## config.mk

```make
export PLATFORM = sky130hd
export DESIGN_NAME = mac_seq_ctrl
export DESIGN_NICKNAME = d
export VERILOG_FILES = /design/src/rtl/mac_seq_pkg.sv /design/src/rtl/mac_seq_ctrl_mac_step.sv /design/src/rtl/mac_seq_ctrl.sv
export SDC_FILE = /design/constraint.sdc
export NUM_CORES = 1
export LEC_CHECK = 0
export BUFFER_PORTS_ARGS = -buffer_cell sky130_fd_sc_hd__buf_2
export CAP_MARGIN = 15
export CORE_MARGIN = 3
export CORE_UTILIZATION = 43
export CTS_CLUSTER_DIAMETER = 60
export DETAILED_ROUTE_END_ITERATION = 8
export PLACE_DENSITY = 0.65
export SLEW_MARGIN = 20
export SYNTH_ARGS = -nofsm -noshare
export SYNTH_HDL_FRONTEND = slang
export SYNTH_SLANG_ARGS = --single-unit
```

## constraint.sdc

```tcl
create_clock -name clk -period 3.9 [get_ports clk]
set_clock_uncertainty 0.15 [all_clocks]
set_input_delay 0.195 -clock clk [delete_from_list [all_inputs] [get_ports clk]]
set_output_delay 0.195 -clock clk [all_outputs]
set_load 0.02 [all_outputs]
```

## src/rtl/mac_seq_pkg.sv

```systemverilog
// Shared types and constants for the MAC dot-product sequencer.
// Saturation limits are derived from the psum width by helper functions.
package mac_seq_pkg;

    typedef enum logic [1:0] {
        S_IDLE = 2'd0,
        S_RUN  = 2'd1,
        S_DONE = 2'd2
    } state_t;

    localparam int DEF_BW      = 4;
    localparam int DEF_PSUM_BW = 16;
    localparam int DEF_LEN_BW  = 4;

    // Width of the product/sum after sign extension of the unsigned activation
    function automatic int prod_w(input int w);
        return 2 * w + 1;
    endfunction

    function automatic int sum_w(input int w);
        return w + 1;
    endfunction

    // Largest positive value of a w-bit signed number, as a 64-bit pattern
    function automatic logic [63:0] sat_max(input int w);
        return (64'd1 << (w - 1)) - 64'd1;
    endfunction

    // Most negative value of a w-bit signed number, low w bits significant
    function automatic logic [63:0] sat_min(input int w);
        return 64'd1 << (w - 1);
    endfunction

endpackage

```

## src/rtl/mac_seq_ctrl_mac_step.sv

```systemverilog
// Combinational MAC step: unsigned activation x signed weight + psum.
// Result is one bit wider than psum so the caller can detect overflow.
module mac_step
    import mac_seq_pkg::*;
#(
    parameter int bw      = DEF_BW,
    parameter int psum_bw = DEF_PSUM_BW
) (
    input  logic        [bw-1:0]    i_a,
    input  logic        [bw-1:0]    i_b,
    input  logic signed [psum_bw-1:0] i_psum,
    output logic signed [psum_bw:0] o_sum
);

    localparam int PW = prod_w(bw);
    localparam int SW = sum_w(psum_bw);

    logic signed [bw:0]     w_a_s;
    logic signed [bw-1:0]   w_b_s;
    logic signed [PW-1:0]   w_prod;

    assign w_a_s  = signed'({1'b0, i_a});
    assign w_b_s  = signed'(i_b);
    assign w_prod = PW'(w_a_s) * PW'(w_b_s);
    assign o_sum  = SW'(i_psum) + SW'(w_prod);

endmodule

```

## src/rtl/mac_seq_ctrl.sv

```systemverilog
// Dot-product sequencer around a single MAC step with valid/ready I/O.
// Define MAC_SEQ_SAT_EN to clamp psum on overflow instead of wrapping.
module mac_seq_ctrl
    import mac_seq_pkg::*;
#(
    parameter int bw      = DEF_BW,
    parameter int psum_bw = DEF_PSUM_BW,
    parameter int len_bw  = DEF_LEN_BW
) (
    input  logic               clk,
    input  logic               reset,
    input  logic               start,
    input  logic [len_bw-1:0]  len,
    input  logic               in_valid,
    output logic               in_ready,
    input  logic [bw-1:0]      a,
    input  logic [bw-1:0]      b,
    output logic               out_valid,
    input  logic               out_ready,
    output logic [psum_bw-1:0] out,
    output logic               busy,
    output logic               ovf
);

    state_t                    r_state;
    logic [len_bw-1:0]         r_len;
    logic [len_bw-1:0]         r_cnt;
    logic signed [psum_bw-1:0] r_psum;
    logic                      r_ovf;

    logic signed [psum_bw:0]   w_sum;
    logic                      w_of;
    logic [psum_bw-1:0]        w_next;
    logic                      w_last;

    mac_step #(
        .bw      (bw),
        .psum_bw (psum_bw)
    ) u_step (
        .i_a    (a),
        .i_b    (b),
        .i_psum (r_psum),
        .o_sum  (w_sum)
    );

    // Top two sum bits disagree when the result left the signed psum range
    assign w_of   = w_sum[psum_bw] ^ w_sum[psum_bw-1];
    assign w_last = (r_cnt == r_len - len_bw'(1));

`ifdef MAC_SEQ_SAT_EN
    localparam logic [psum_bw-1:0] SAT_MAX = psum_bw'(sat_max(psum_bw));
    localparam logic [psum_bw-1:0] SAT_MIN = psum_bw'(sat_min(psum_bw));

    // Clamp toward the true sign (the extra sum bit) on overflow
    always_comb begin
        w_next = w_sum[psum_bw-1:0];
        if (w_of) begin
            w_next = w_sum[psum_bw] ? SAT_MIN : SAT_MAX;
        end
    end
`else
    assign w_next = w_sum[psum_bw-1:0];
`endif

    // Sequencer FSM owning psum, term count, latched length and overflow flag
    always_ff @(posedge clk or posedge reset) begin
        if (reset) begin
            r_state <= S_IDLE;
            r_len   <= '0;
            r_cnt   <= '0;
            r_psum  <= '0;
            r_ovf   <= 1'b0;
        end else begin
            case (r_state)
                S_IDLE: begin
                    if (start) begin
                        r_psum <= '0;
                        r_cnt  <= '0;
                        r_ovf  <= 1'b0;
                        if (len != '0) begin
                            r_len   <= len;
                            r_state <= S_RUN;
                        end else begin
                            r_state <= S_DONE;
                        end
                    end
                end
                S_RUN: begin
                    if (in_valid) begin
                        r_psum <= w_next;
                        r_cnt  <= r_cnt + len_bw'(1);
                        if (w_of) begin
                            r_ovf <= 1'b1;
                        end
                        if (w_last) begin
                            r_state <= S_DONE;
                        end
                    end
                end
                S_DONE: begin
                    if (out_ready) begin
                        r_state <= S_IDLE;
                    end
                end
                default: r_state <= S_IDLE;
            endcase
        end
    end

    assign in_ready  = (r_state == S_RUN);
    assign out_valid = (r_state == S_DONE);
    assign busy      = (r_state != S_IDLE);
    assign out       = r_psum;
    assign ovf       = r_ovf;

endmodule
```

==> flow_summary.json <==
{
  "outcome": "complete, no violations",
  "fmax_mhz": 269,
  "ant_nets": 0,
  "total_power_mw": 1.96,
  "post-route-util_pct": 53.6,
  "critical_path_buf_inv_count": 1,
  "clkSlewWorstSetupHoldPaths_ns": 0.10,
  "drc": 0,
  "post-cts-setup-buffers": 0,
  "totalWireLength_mm": 5.36,
  "yosysMostFrequentCell": "ha_1",
  "vdd_drop_max_mv": 0.332,
  "cts_tree": "done",
  "worstPathCellList": "inv_1 -> fa_1 -> fa_1 -> fa_1 -> fa_1 -> nor2b_2 -> o2111ai_2 -> a211oi_2 -> nor4_1 -> or4_1 -> nand3_1",
  "ctsLongestPathBuffers": 2,
  "postSynth.asyncResetShare_pct": 100,
  "powerDensity_mw_per_mm2": 657,
  "arrival_ns": 3.80,
  "die_area_sq_mm": 0.00679,
  "hp-class": "input port to flop",
  "initial_core_util_pct": 45.0,
  "grt.overflow.total": 0,
  "cp_max_fo": 2,
  "drive_above_1_share_pct": 21.6,
  "start_kind": "flop",
  "cpMaxStageDelayCell": "fa_1",
  "final.setup.worst_slack_ns": 0.179,
  "maxSlewHeadroom_pct": 57.5,
  "maxCapViolCount": 0,
  "finalCritPeriodShare_pct": 95.4,
  "num_vias": 2040,
  "yosys-top-cells-count": "ha_1 (42), inv_1 (29), nand2_1 (28)",
  "routedWlPerCell_um": 13.7,
  "n_fill_cell": 512,
  "synth-seq-cells": 27,
  "dp_slack_ns": -0.0680,
  "synth_cell_type_count": 36,
  "hold_viol": 0,
  "maxSlewViolCount": 0,
  "p_leak_nw": 1.59,
  "placed_area_sq_mm": 0.00287,
  "syn_nets": 337,
  "path_class": "flop to flop",
  "endpoint_kind": "flop",
  "period_needed_ns": 3.72,
  "syn-instance-count": 266,
  "fin_nets": 392,
  "antenna_cells": 0,
  "area_growth_pct": 19.0,
  "clock_latency_ns": 0.28,
  "setup_viol": 0,
  "die_h_um": 82.4,
  "critPathTopFamily": "adder cells",
  "antenna_found_initial": 0,
  "place_hpwl_mm": 4.31,
  "syn_area_per_cell_sq_um": 9.44,
  "synthFlopType": "dfrtp_1",
  "routabilityCongestion": 0.829,
  "grt_pass1_wl_mm": 9.32,
  "synth.largest_area_cell": "dfrtp_1",
  "synth_edf_count": 0,
  "synthesis.area_sq_mm": 0.00251,
  "grt_pass1_vias": 2017,
  "rows": 27,
  "rsz0062_at_grt": "no",
  "yosys.area.top_type_share_pct": 26.9,
  "drtPass1Iterations": 4,
  "ys_seq_area_share_pct": 26.9,
  "numPortBuffers": 36,
  "core_sq_mm": 0.00557,
  "grt_max_degree": 28,
  "ios": 37,
  "clock_sinks": 27,
  "vias_per_cell": 5.20,
  "drt-initial-drc-count": 82,
  "synth_area_leaders": "dfrtp_1 (27%), ha_1 (21%), fa_1 (9.6%), inv_1 (4.3%), nand2_1 (4.2%)",
  "yosysWarnings": 0,
  "numCtsBuffers": 3,
  "dp_cells": 384,
  "fin_cells": 392,
  "cp.required_ns": 3.97,
  "grtUsageTotal_pct": 17.7,
  "worst_pin_slew_ns": 0.635,
  "design_area_sq_mm": 0.00299,
  "htreeDepth": 1,
  "critPathMostFrequentCell": "fa_1",
  "critPathMaxStageDelay_ns": 0.51,
  "clockRootBuffer": "clkbuf_8",
  "die_x_um": 82.4
}
[timing repair]
item | CTS | global route
hold buffers | 3 | 1
endpoints found under the hold margin | 3 | 27
setup endpoints to repair | 0 | 5
resized for setup | 0 | 6
[cells in the final DEF (no fill, tap or decap), drive strengths merged, types with 10 or more instances in the layout]
master	n
dfrtp	27
nor2	12
inv	29
ha	42
fa	12
o21ai	20
nand2	29
buf	50
and2	11
a21oi	10
[layout make-up]
type | instances | area [sq um] | area share (%)
Timing Repair Buffer | 54 | 325 | 10.9
Tap cell | 72 | 90.1 | 3.02
Multi-Input combinational cell | 206 | 1740 | 58.2
Clock inverter | 1 | 7.51 | 0.251
Clock buffer | 3 | 41.3 | 1.38
Sequential cell | 27 | 676 | 22.6
Inverter | 29 | 109 | 3.64
[flip-flops by register name, indices dropped and copies added (netlist names)]
name and cells:
ovf 1, r_len 4, r_cnt 4, out 16, r_state 2
[through the flow]
stage	hold WS (ns)	TNS, ns
after floorplan	0.0977	0
after global placement	0.271	-0.0564
after detailed placement	0.275	-0.149
after CTS	0.000468	0
after global routing	0.00349	0
final	0.0117	0
[final timing paths]
kind,startpoint,endpoint,slack [ns],depth (start not counted)
hold / removal,len[2],r_len[2],0.01,2
hold reg to reg,out[10],out[10],0.37,2
min in group asynchronous,reset,r_cnt[1],0.37,3
setup / recovery,out[3],out[14],0.18,11
setup reg to reg,out[3],out[14],0.18,11
max in group asynchronous,reset,out[12],2.84,3
[kinds of logic (layout without fill, tap and decap cells)]
group / count (synthesis) / in the layout / share of synthesized area [%]
simple gates: 75 / 75 / 15.0
compound gates: 58 / 58 / 15.3
fa+ha+maj: 54 / 54 / 30.5
buf+inv: 33 / 87 / 4.93
flops: 27 / 27 / 26.9
xor+xnor: 17 / 17 / 6.48
mux: 2 / 2 / 0.897
[report_power, final]
| part | leakage [nW] | internal (mW) | switching (mW) |
|---|---|---|---|
| registers | 0.349 | 0.387 | 0.0924 |
| logic | 1.22 | 0.574 | 0.738 |
| clock network | 0.0217 | 0.0728 | 0.0988 |
| total | 1.59 | 1.03 | 0.930 |
[metal layers]
layer	global-route usage [%]	vias up	part of all wire, %
li1	-	1032	-
met1	26.1	973	49
met2	27.1	31	47
met3	3.04	4	3.5
met4	4.15	0	0.82
met5	0	-	0
Power figures use the tool's default switching activity.
